## config.mk

```make
export PLATFORM = sky130hd
export DESIGN_NAME = hamming74_uart_tx
export DESIGN_NICKNAME = d
export VERILOG_FILES = /design/src/rtl/hamming74_uart_tx.sv
export SDC_FILE = /design/constraint.sdc
export NUM_CORES = 1
export LEC_CHECK = 0
export BUFFER_PORTS_ARGS = -buffer_cell sky130_fd_sc_hd__buf_2
export CAP_MARGIN = 20
export CORE_ASPECT_RATIO = 2
export CORE_UTILIZATION = 40
export CTS_CLUSTER_DIAMETER = 150
export CTS_CLUSTER_SIZE = 12
export DETAILED_ROUTE_END_ITERATION = 16
export GPL_TIMING_DRIVEN = 0
export SETUP_SLACK_MARGIN = 0.5
export SLEW_MARGIN = 20
export SYNTH_ARGS = -nofsm -noshare
export SYNTH_HDL_FRONTEND = slang
export SYNTH_SLANG_ARGS = --single-unit
```

## constraint.sdc

```tcl
create_clock -name clk -period 2.2 [get_ports clk]
set_input_delay 0.44 -clock clk [delete_from_list [all_inputs] [get_ports clk]]
set_output_delay 0.44 -clock clk [all_outputs]
set_load 0.005 [all_outputs]
```

## src/rtl/hamming74_uart_tx.sv

```systemverilog
// Hamming(7,4) encoder with single-bit error injection, serialised as a UART frame on tx.
// Optional even parity bit before stop is compiled in with `define HAMMING_TX_PARITY_EN.
module hamming74_uart_tx #(
  parameter int CLKS_PER_BIT = 8
) (
  input  logic       clk,
  input  logic       rst_n,
  input  logic       ena,
  input  logic [3:0] data_in,
  input  logic       data_valid,
  input  logic [2:0] inject_pos,
  output logic       ready,
  output logic       tx,
  output logic       busy,
  output logic       done,
  output logic [6:0] code_out,
  output logic [2:0] state_out
);

  typedef enum logic [2:0] {
    IDLE   = 3'd0,
    START  = 3'd1,
    DATA   = 3'd2,
    PARITY = 3'd3,
    STOP   = 3'd4
  } state_t;

  localparam logic [7:0] LAST_CNT = 8'(CLKS_PER_BIT - 1);

  state_t     state, state_nxt;
  logic [7:0] baud_cnt, baud_nxt;
  logic [2:0] bit_idx, bit_nxt;
  logic [6:0] code_nxt;
  logic [6:0] inj_mask;
  logic       tx_nxt;
  logic       accept;
  logic       bit_end;

  // Codeword bit k-1 holds Hamming position k: {d3,d2,d1,p4,d0,p2,p1}.
  function automatic logic [6:0] hamming_encode(input logic [3:0] d);
    return {d[3], d[2], d[1], d[1] ^ d[2] ^ d[3], d[0], d[0] ^ d[2] ^ d[3], d[0] ^ d[1] ^ d[3]};
  endfunction

  always_ff @(posedge clk) begin
    if (!rst_n) begin
      state    <= IDLE;
      baud_cnt <= 8'd0;
      bit_idx  <= 3'd0;
      code_out <= 7'd0;
      tx       <= 1'b1;
    end else if (ena) begin
      state    <= state_nxt;
      baud_cnt <= baud_nxt;
      bit_idx  <= bit_nxt;
      code_out <= code_nxt;
      tx       <= tx_nxt;
    end
  end

  assign accept   = ready && data_valid;
  assign bit_end  = (baud_cnt == LAST_CNT);
  assign inj_mask = (inject_pos == 3'd0) ? 7'd0 : (7'd1 << (inject_pos - 3'd1));

  always_comb begin
    state_nxt = state;
    baud_nxt  = bit_end ? 8'd0 : baud_cnt + 8'd1;
    bit_nxt   = bit_idx;
    code_nxt  = code_out;
    case (state)
      IDLE: begin
        baud_nxt = 8'd0;
        bit_nxt  = 3'd0;
        if (accept) begin
          state_nxt = START;
          code_nxt  = hamming_encode(data_in) ^ inj_mask;
        end
      end
      START: begin
        if (bit_end) state_nxt = DATA;
      end
      DATA: begin
        if (bit_end) begin
          if (bit_idx == 3'd6) begin
            bit_nxt = 3'd0;
`ifdef HAMMING_TX_PARITY_EN
            state_nxt = PARITY;
`else
            state_nxt = STOP;
`endif
          end else begin
            bit_nxt = bit_idx + 3'd1;
          end
        end
      end
      PARITY: begin
        if (bit_end) state_nxt = STOP;
      end
      STOP: begin
        if (bit_end) state_nxt = IDLE;
      end
      default: begin
        state_nxt = IDLE;
        baud_nxt  = 8'd0;
        bit_nxt   = 3'd0;
      end
    endcase
  end

  // tx is registered from the next state so the line changes exactly on bit boundaries.
  always_comb begin
    ready     = (state == IDLE) && ena;
    busy      = (state != IDLE);
    done      = (state == STOP) && bit_end && ena;
    state_out = state;
    case (state_nxt)
      START:   tx_nxt = 1'b0;
      DATA:    tx_nxt = code_nxt[bit_nxt];
      PARITY:  tx_nxt = ^code_nxt;
      default: tx_nxt = 1'b1;
    endcase
  end

endmodule

```

==> results by group, run 1 <==
Detailed routing
  – DR DRC count: 0
  – First-pass DRT Iterations: 4
  – Routed vias: 1,499
  – WL/cell: 16.4 µm
  – Vias/cell: 5.53
  – Drt initial violations: 48
  – Post-Route WL: 4450 µm
  – Antenna Nets Post-Route: 0

Place
  – # placed instances: 250
  – GP Congestion: 0.845
  – Post-DP HPWL: 3150 µm
  – Input/output buffers: 23

Layout
  – Filler cells: 314
  – Nets: 236
  – Syn-to-layout area delta: 45.3%
  – Non-filler instance count after layout: 271
  – Layout cells sized above 1: 44.6%
  – Ant. Diodes: 0
  – Final core utilization: 60.9%

Logic synthesis
  – Mapped Nets: 190
  – YS warnings: 0
  – Most common cell in the netlist: nor2_1
  – EDFF count, synth: 0
  – Post-synth top area cell: dfxtp_1
  – Yosys reg bits: 22
  – Distinct cells, synth: 50
  – Top post-synthesis cells by count: 26 x nor2_1, 22 x dfxtp_1, 18 x nand2_1
  – Synth area leaders: dfxtp_1 29%, xnor2_1 7.5%, nor2_1 6.5%, mux2i_1 4.6%, mux2i_2 4.5%
  – Seq/Total Area, Yosys: 29.1%
  – Post-synthesis instance total: 178
  – Main flop type after synthesis: dfxtp_1
  – Syn avg cell area: 8.50 µm²
  – Post-synth ARST share: 0%
  – Mapped cell area: 1510 µm²
  – Top cell type's share of synthesized area: 29.1%

Global route
  – First-pass GRT wire length: 7060 µm
  – Grt ovf: 0
  – Initial antenna violation count: 0
  – Gr usage total: 24.5%
  – Largest net degree at the start of global routing: 12
  – Number of global-route vias before repair: 1,516

Timing
  – Final Hold Viols: 0
  – Fin crit period: 2.28 ns
  – Final Slew Violations: 0
  – Setup_tns: -0.0758 ns
  – Worst setup margin: -0.0758 ns
  – Worst Max-Slew Pin Slew: 0.577 ns
  – Worst Hold Slack: 0.460 ns
  – RSZ-0062 raised after global routing: yes
  – Clk_skew: 0.00470 ns
  – Slew headroom: 61.5%
  – FMAX: 439 MHz
  – Part of the cycle the worst path needs: 103%
  – Setup Viol. Count Final: 1

Floorplan
  – Die ar.: 4050 µm²
  – Initial Util: 41.9%
  – I/O pin count: 25
  – Die X: 45.5 µm
  – Core ar.: 3610 µm²
  – Die height: 89.0 µm
  – Core Rows: 31

Setup path
  – Worst Path Max Fanout: 5
  – Max incr delay on CP: 0.35 ns
  – CP startpoint kind: flop
  – Critical Path AT: 2.47 ns
  – Critical path's slowest cell: dfxtp_4
  – Setup CP Type: reg -> reg
  – Worst path cell trace: buf_6, nor4b_4, nand2_4, buf_12, mux2i_4, buf_4, nor4_2, a211oi_1, a31oi_1, o21ai_2, a32oi_1
  – CP required: 2.39 ns
  – Worst setup EP type: flop

Run status
  – Status: finished with violations
  – Violated checks: negative setup slack

Power and ir drop
  – Leak pwr: 0.849 nW
  – Pwr Density: 445 nW/µm²
  – Peak supply drop: 378 µV

Clock network
  – TritonCTS Buffers: 3
  – Maximum clock path buffer count: 2
  – Clock sink count: 22
  – Htree depth: 1
  – # hold bufs at CTS: 0
  – Clock root buffer: clkbuf_8
  – Clock Latency Late Sink: 0.27 ns
  – CTS clk-pin slew, worst paths: 0.08 ns
  – CTS tree: yes

Worst hold path
  – Worst hold path type: in -> reg

Job
  – Max Cap Viol: 0
## cell usage in the layout (no fill, tap or decap), types with 2 or more instances in the layout
master	synthesis	layout
a21oi_1	9	6
o21ai_0	3	2
nand3_1	5	4
and2_4	0	2
buf_2	1	23
a21oi_2	0	3
dfxtp_1	22	17
nor2_1	26	21
clkbuf_8	0	4
nor4b_4	1	2
inv_1	4	4
buf_4	0	11
mux2i_4	0	6
o21ai_2	0	3
and4_1	2	2
dfxtp_4	0	3
nor2b_1	2	2
o21ai_1	4	2
nor2_4	0	4
buf_6	1	8
nand3b_1	3	3
nor3b_1	3	2
nand2b_1	2	2
xnor2_2	1	4
dfxtp_2	0	2
mux2i_1	7	5
xnor3_1	3	3
xor2_1	3	3
xnor2_1	13	10
a211oi_2	0	3
nand2_1	18	14
nand2_4	1	3
nand4_1	3	3
## final timing paths
check | start | to | slack (ns) | depth (start not counted)
worst min register to register | tx$_SDFFE_PN1P_ | tx$_SDFFE_PN1P_ | 0.52 | 2
worst max register to register | state_out[1]$_SDFFE_PN0P_ | tx$_SDFFE_PN1P_ | -0.08 | 11
worst min-delay path | rst_n | tx$_SDFFE_PN1P_ | 0.46 | 2
worst max-delay path | state_out[1]$_SDFFE_PN0P_ | tx$_SDFFE_PN1P_ | -0.08 | 11
## layout make-up
cell class                 count  area (µm²)  share of cell area [%]
buffer                         7        53.8                    2.45
timing repair buffer          41         295                    13.4
sequential                    22         454                    20.7
inverter                       5        18.8                   0.854
tap                           49        61.3                    2.79
multi-input combinational    144        1270                    57.9
clock buffer                   3        41.3                    1.88
## flip-flops by register name (all words and copies together), names as in the netlist
name / flops
tx: 1
baud_cnt: 8
state_out: 3
code_out: 7
bit_idx: 3
## through the flow
stage	total power [mW]	worst slack, ns	instance area [µm²]
3_5_place_dp	0.664	-0.313	1740
6_report	0.977	-0.0758	2200
4_1_cts	0.954	-0.0622	2030
5_1_grt	1.02	-0.201	2200
2_1_floorplan	0.602	0.00475	1560
3_3_place_gp	0.659	-0.273	1740
## logic make-up after synthesis
group	share of synthesized area (%)
simple gates	29.2
compound gates	12.6
flops	29.1
xor+xnor	14.8
mux	9.93
buf+inv	3.56
fa+ha+maj	0.827
## routing by layer
layer,GRT usage [%],share of wire [%],wire length (µm),vias up
li1,-,-,-,715
met1,20.8,32,1440,731
met2,51.8,63,2800,40
met3,1.82,2.2,98,13
met4,9.92,2.7,121,0
met5,0,0,0,-
## power by group
part           leakage, nW  switching, mW  internal [mW]  total (mW)
logic                0.646          0.144          0.153       0.297
clock network       0.0216          0.133          0.123       0.256
registers            0.182         0.0147          0.409       0.424
## worst max-delay path: cells and delay by family (launching register included)
| family | cells | cell delay (ns) |
|---|---|---|
| compound gates | 4 | 0.54 |
| flops | 1 | 0.35 |
| buf+inv | 3 | 0.43 |
| mux | 1 | 0.20 |
| simple gates | 3 | 0.66 |
## what timing repair did
item                                   CTS  global route
setup endpoints to repair               13            14
gates resized for setup                 28            37
buffers inserted                        16             2
endpoints found under the hold margin    0             0
pin swaps                               18            19
(Power assumes the default switching activity.)
==> run 2: changes to the inputs <==
--- a/config.mk
+++ b/config.mk
@@ -5,10 +5,11 @@
 export SDC_FILE = /design/constraint.sdc
 export NUM_CORES = 1
 export LEC_CHECK = 0
-export BUFFER_PORTS_ARGS = -buffer_cell sky130_fd_sc_hd__buf_2
+export BUFFER_PORTS_ARGS = -buffer_cell sky130_fd_sc_hd__clkbuf_2
 export CAP_MARGIN = 20
 export CORE_ASPECT_RATIO = 2
 export CORE_UTILIZATION = 40
+export CTS_BUF_LIST = sky130_fd_sc_hd__clkbuf_4
 export CTS_CLUSTER_DIAMETER = 150
 export CTS_CLUSTER_SIZE = 12
 export DETAILED_ROUTE_END_ITERATION = 16
==> run 2 against run 1 <==
Effect of this change:
- the flow still finishes with violations (negative setup slack)
- die area unchanged
- worst hold slack got worse by 0.098 ns
- count of clock-buffer cells in the layout unchanged
- critical path type unchanged
- critical endpoint unchanged
==> results by group, run 2 (synthesis results as in run 1) <==
Power and ir drop
  – Clock Power Share: 21.0% (-5.2 points)
  – Switching part of the total: 31.0% (+1.1 points)
  – Pwr Density: 421 nW/µm² (-5.3%)
  – Seq pwr share: 46.5% (+3.1 points)
  – Net switching power: 0.281 mW (-3.7%)
  – Share of total power in combinational logic: 32.5% (+2.1 points)
  – Final Power: 0.907 mW (-7.2%)
  – Int Power: 0.626 mW (-8.6%)
  – Peak supply drop: 338 µV (-11%)
  – Leak pwr: 0.857 nW (+0.88%)

Clock network
  – # hold bufs at CTS: 0 (unchanged)
  – Clock Latency Late Sink: 0.32 ns (+0.05 ns)
  – Maximum clock path buffer count: 2 (unchanged)
  – CTS clk-pin slew, worst paths: 0.12 ns (+0.04 ns)
  – Htree depth: 1 (unchanged)
  – Clock root buffer: clkbuf_4
  – Clock sink count: 22 (unchanged)
  – TritonCTS Buffers: 3 (unchanged)
  – CTS tree: yes

Timing
  – Fin crit period: 2.25 ns (-0.0220 ns)
  – Clk_skew: 0.00234 ns (-0.00236 ns)
  – RSZ-0062 raised after global routing: yes
  – Part of the cycle the worst path needs: 102% (-1.0 points)
  – Setup Viol. Count Final: 1 (unchanged)
  – FMAX: 444 MHz (+0.97%)
  – Worst Max-Slew Pin Slew: 0.584 ns (+0.00703 ns)
  – Final Hold Viols: 0 (unchanged)
  – Slew headroom: 61.0% (-0.47 points)
  – Worst Hold Slack: 0.362 ns (-0.0980 ns)
  – Worst setup margin: -0.0539 ns (+0.0220 ns)
  – Final Slew Violations: 0 (unchanged)

Run status
  – Violated checks: negative setup slack
  – Status: finished with violations

Layout
  – Top reg by flops: baud_cnt
  – Largest regs: baud_cnt (8), code_out (7)
  – Commonest non-fill, non-tap cell in the layout: nor2_1
  – Nets: 239 (+1.3%)
  – Layout cells sized above 1: 42.2% (-2.4 points)
  – Most frequent cells in the layout: 24 x nor2_1, 21 x clkbuf_2, 16 x dfxtp_1, 16 x buf_4, 14 x nand2_1
  – Ant. Diodes: 0 (unchanged)
  – Largest register FFs: 8 (unchanged)
  – Filler cells: 322 (+2.5%)
  – Syn-to-layout area delta: 42.5%
  – Finished Cell Area: 2160 µm² (-1.9%)

Worst hold path
  – Hold Path Origin: rst_n
  – Hold path depth: 2 (unchanged)
  – Worst hold path type: in -> reg
  – Hold Crit Endpoint: tx$_SDFFE_PN1P_

Setup path
  – Flop-to-flop setup slack: -0.05 ns (+0.02 ns)
  – Worst Path Max Fanout: 5 (unchanged)
  – Worst setup EP type: flop
  – Reg2reg start: baud_cnt[1]$_SDFFE_PN0P_
  – R2r worst-path depth: 11 (unchanged)
  – RR Endpoint: tx$_SDFFE_PN1P_
  – CP required: 2.42 ns (+0.03 ns)
  – Critical Path AT: 2.47 ns (about the same)
  – CP startpoint kind: flop
  – Setup CP Type: reg -> reg

Job
  – Max Cap Viol: 0 (unchanged)

Detailed routing
  – First-pass DRT Iterations: 4 (unchanged)
  – Post-Route WL: 4520 µm (+1.5%)
  – Antenna Nets Post-Route: 0 (unchanged)
  – Drt initial violations: 41 (-15%)
  – Routed vias: 1,538 (+2.6%)
  – Vias/cell: 5.61 (+1.5%)
  – WL/cell: 16.5 µm (+0.35%)
  – DR DRC count: 0 (unchanged)

Floorplan
  – Core ar.: 3610 µm² (unchanged)
  – Core Rows: 31 (unchanged)
  – Die height: 89.0 µm (unchanged)
  – Die X: 45.5 µm (unchanged)
  – Die ar.: 4050 µm² (unchanged)
  – Initial Util: 41.9% (unchanged)
  – I/O pin count: 25 (unchanged)

Global route
  – Number of global-route vias before repair: 1,571 (+3.6%)
  – Initial antenna violation count: 0 (unchanged)
  – Grt ovf: 0 (unchanged)
  – Gr usage total: 23.6% (-0.89 points)
  – First-pass GRT wire length: 6910 µm (-2.2%)
  – Largest net degree at the start of global routing: 12 (unchanged)

Place
  – Placed Area: 1740 µm² (unchanged)
  – GP Congestion: 0.843 (-0.22%)
  – Input/output buffers: 23 (unchanged)
  – Post-DP HPWL: 3060 µm (-3.0%)
  – Dpl ws: -0.329 ns (-0.0164 ns)
-- run 2: cell count changes in the layout (fill, tap and decap cells not counted), moves of 2 or more --
cell,delta
nor2_4,-3
clkbuf_8,-2
buf_4,+5
clkbuf_2,+20
buf_2,-22
clkbuf_4,+3
nor2_1,+3
dfxtp_4,+2
-- run 2: timing repair --
item / CTS / global route
pin swaps: 16 / 16
gates cloned: 1 / 0
endpoints found under the setup margin: 14 / 13
gates resized for setup: 30 / 28
setup buffers: 14 / 6
-- run 2: metrics by stage --
stage                     setup TNS (ns)  utilization, %  instances
after floorplan                        0               -        178
after global placement            -0.267            48.2        250
after detailed placement          -0.329            48.2        250
after CTS                        -0.0836            55.6        268
after global routing              -0.125            59.8        274
final                            -0.0539            59.8        274
-- run 2: power by group through the flow --
stage	logic, mW	registers, mW	clock network (mW)
final	0.295	0.422	0.190
after global routing	0.315	0.423	0.211
after CTS	0.272	0.423	0.195
after detailed placement	0.231	0.434	0
after global placement	0.225	0.434	0
after floorplan	0.169	0.434	0
-- run 2: routing by layer --
layer  track usage (%)  share of wire [%]
met3              1.62                2.6
met1              20.1                 32
met2              49.1                 61
met5                 0                  0
met4              11.6                4.1
-- run 2: worst max-delay path by stage --
stage,startpoint,endpoint,slack [ns],cells after the start
floorplan,ena,tx$_SDFFE_PN1P_,0.005,9
global placement,data_in[3],tx$_SDFFE_PN1P_,-0.27,9
detailed placement,data_in[3],tx$_SDFFE_PN1P_,-0.33,9
CTS,state_out[1]$_SDFFE_PN0P_,tx$_SDFFE_PN1P_,-0.08,10
global route,state_out[1]$_SDFFE_PN0P_,tx$_SDFFE_PN1P_,-0.12,10
finish,baud_cnt[1]$_SDFFE_PN0P_,tx$_SDFFE_PN1P_,-0.05,11
-- run 2: worst max-delay path, cell delays in order (launching register included) --
cell,delay (ns)
dfxtp_4,0.37
ha_4,0.16
nor4b_4,0.12
buf_4,0.16
and4_1,0.21
and3_4,0.17
or2_1,0.21
clkbuf_8,0.15
mux2i_1,0.12
mux2_4,0.28
o21ai_2,0.11
a32oi_1,0.09
-- run 2: area by class of cell --
cell class | instances | area (µm²) | share of cell area (%)
plain buffers | 7 | 68.8 | 3.19
clock buffers | 3 | 22.5 | 1.04
inverters | 5 | 18.8 | 0.871
multi-input cells | 145 | 1240 | 57.4
flip-flops and latches | 22 | 460 | 21.4
well taps | 49 | 61.3 | 2.84
repair buffers | 43 | 287 | 13.3
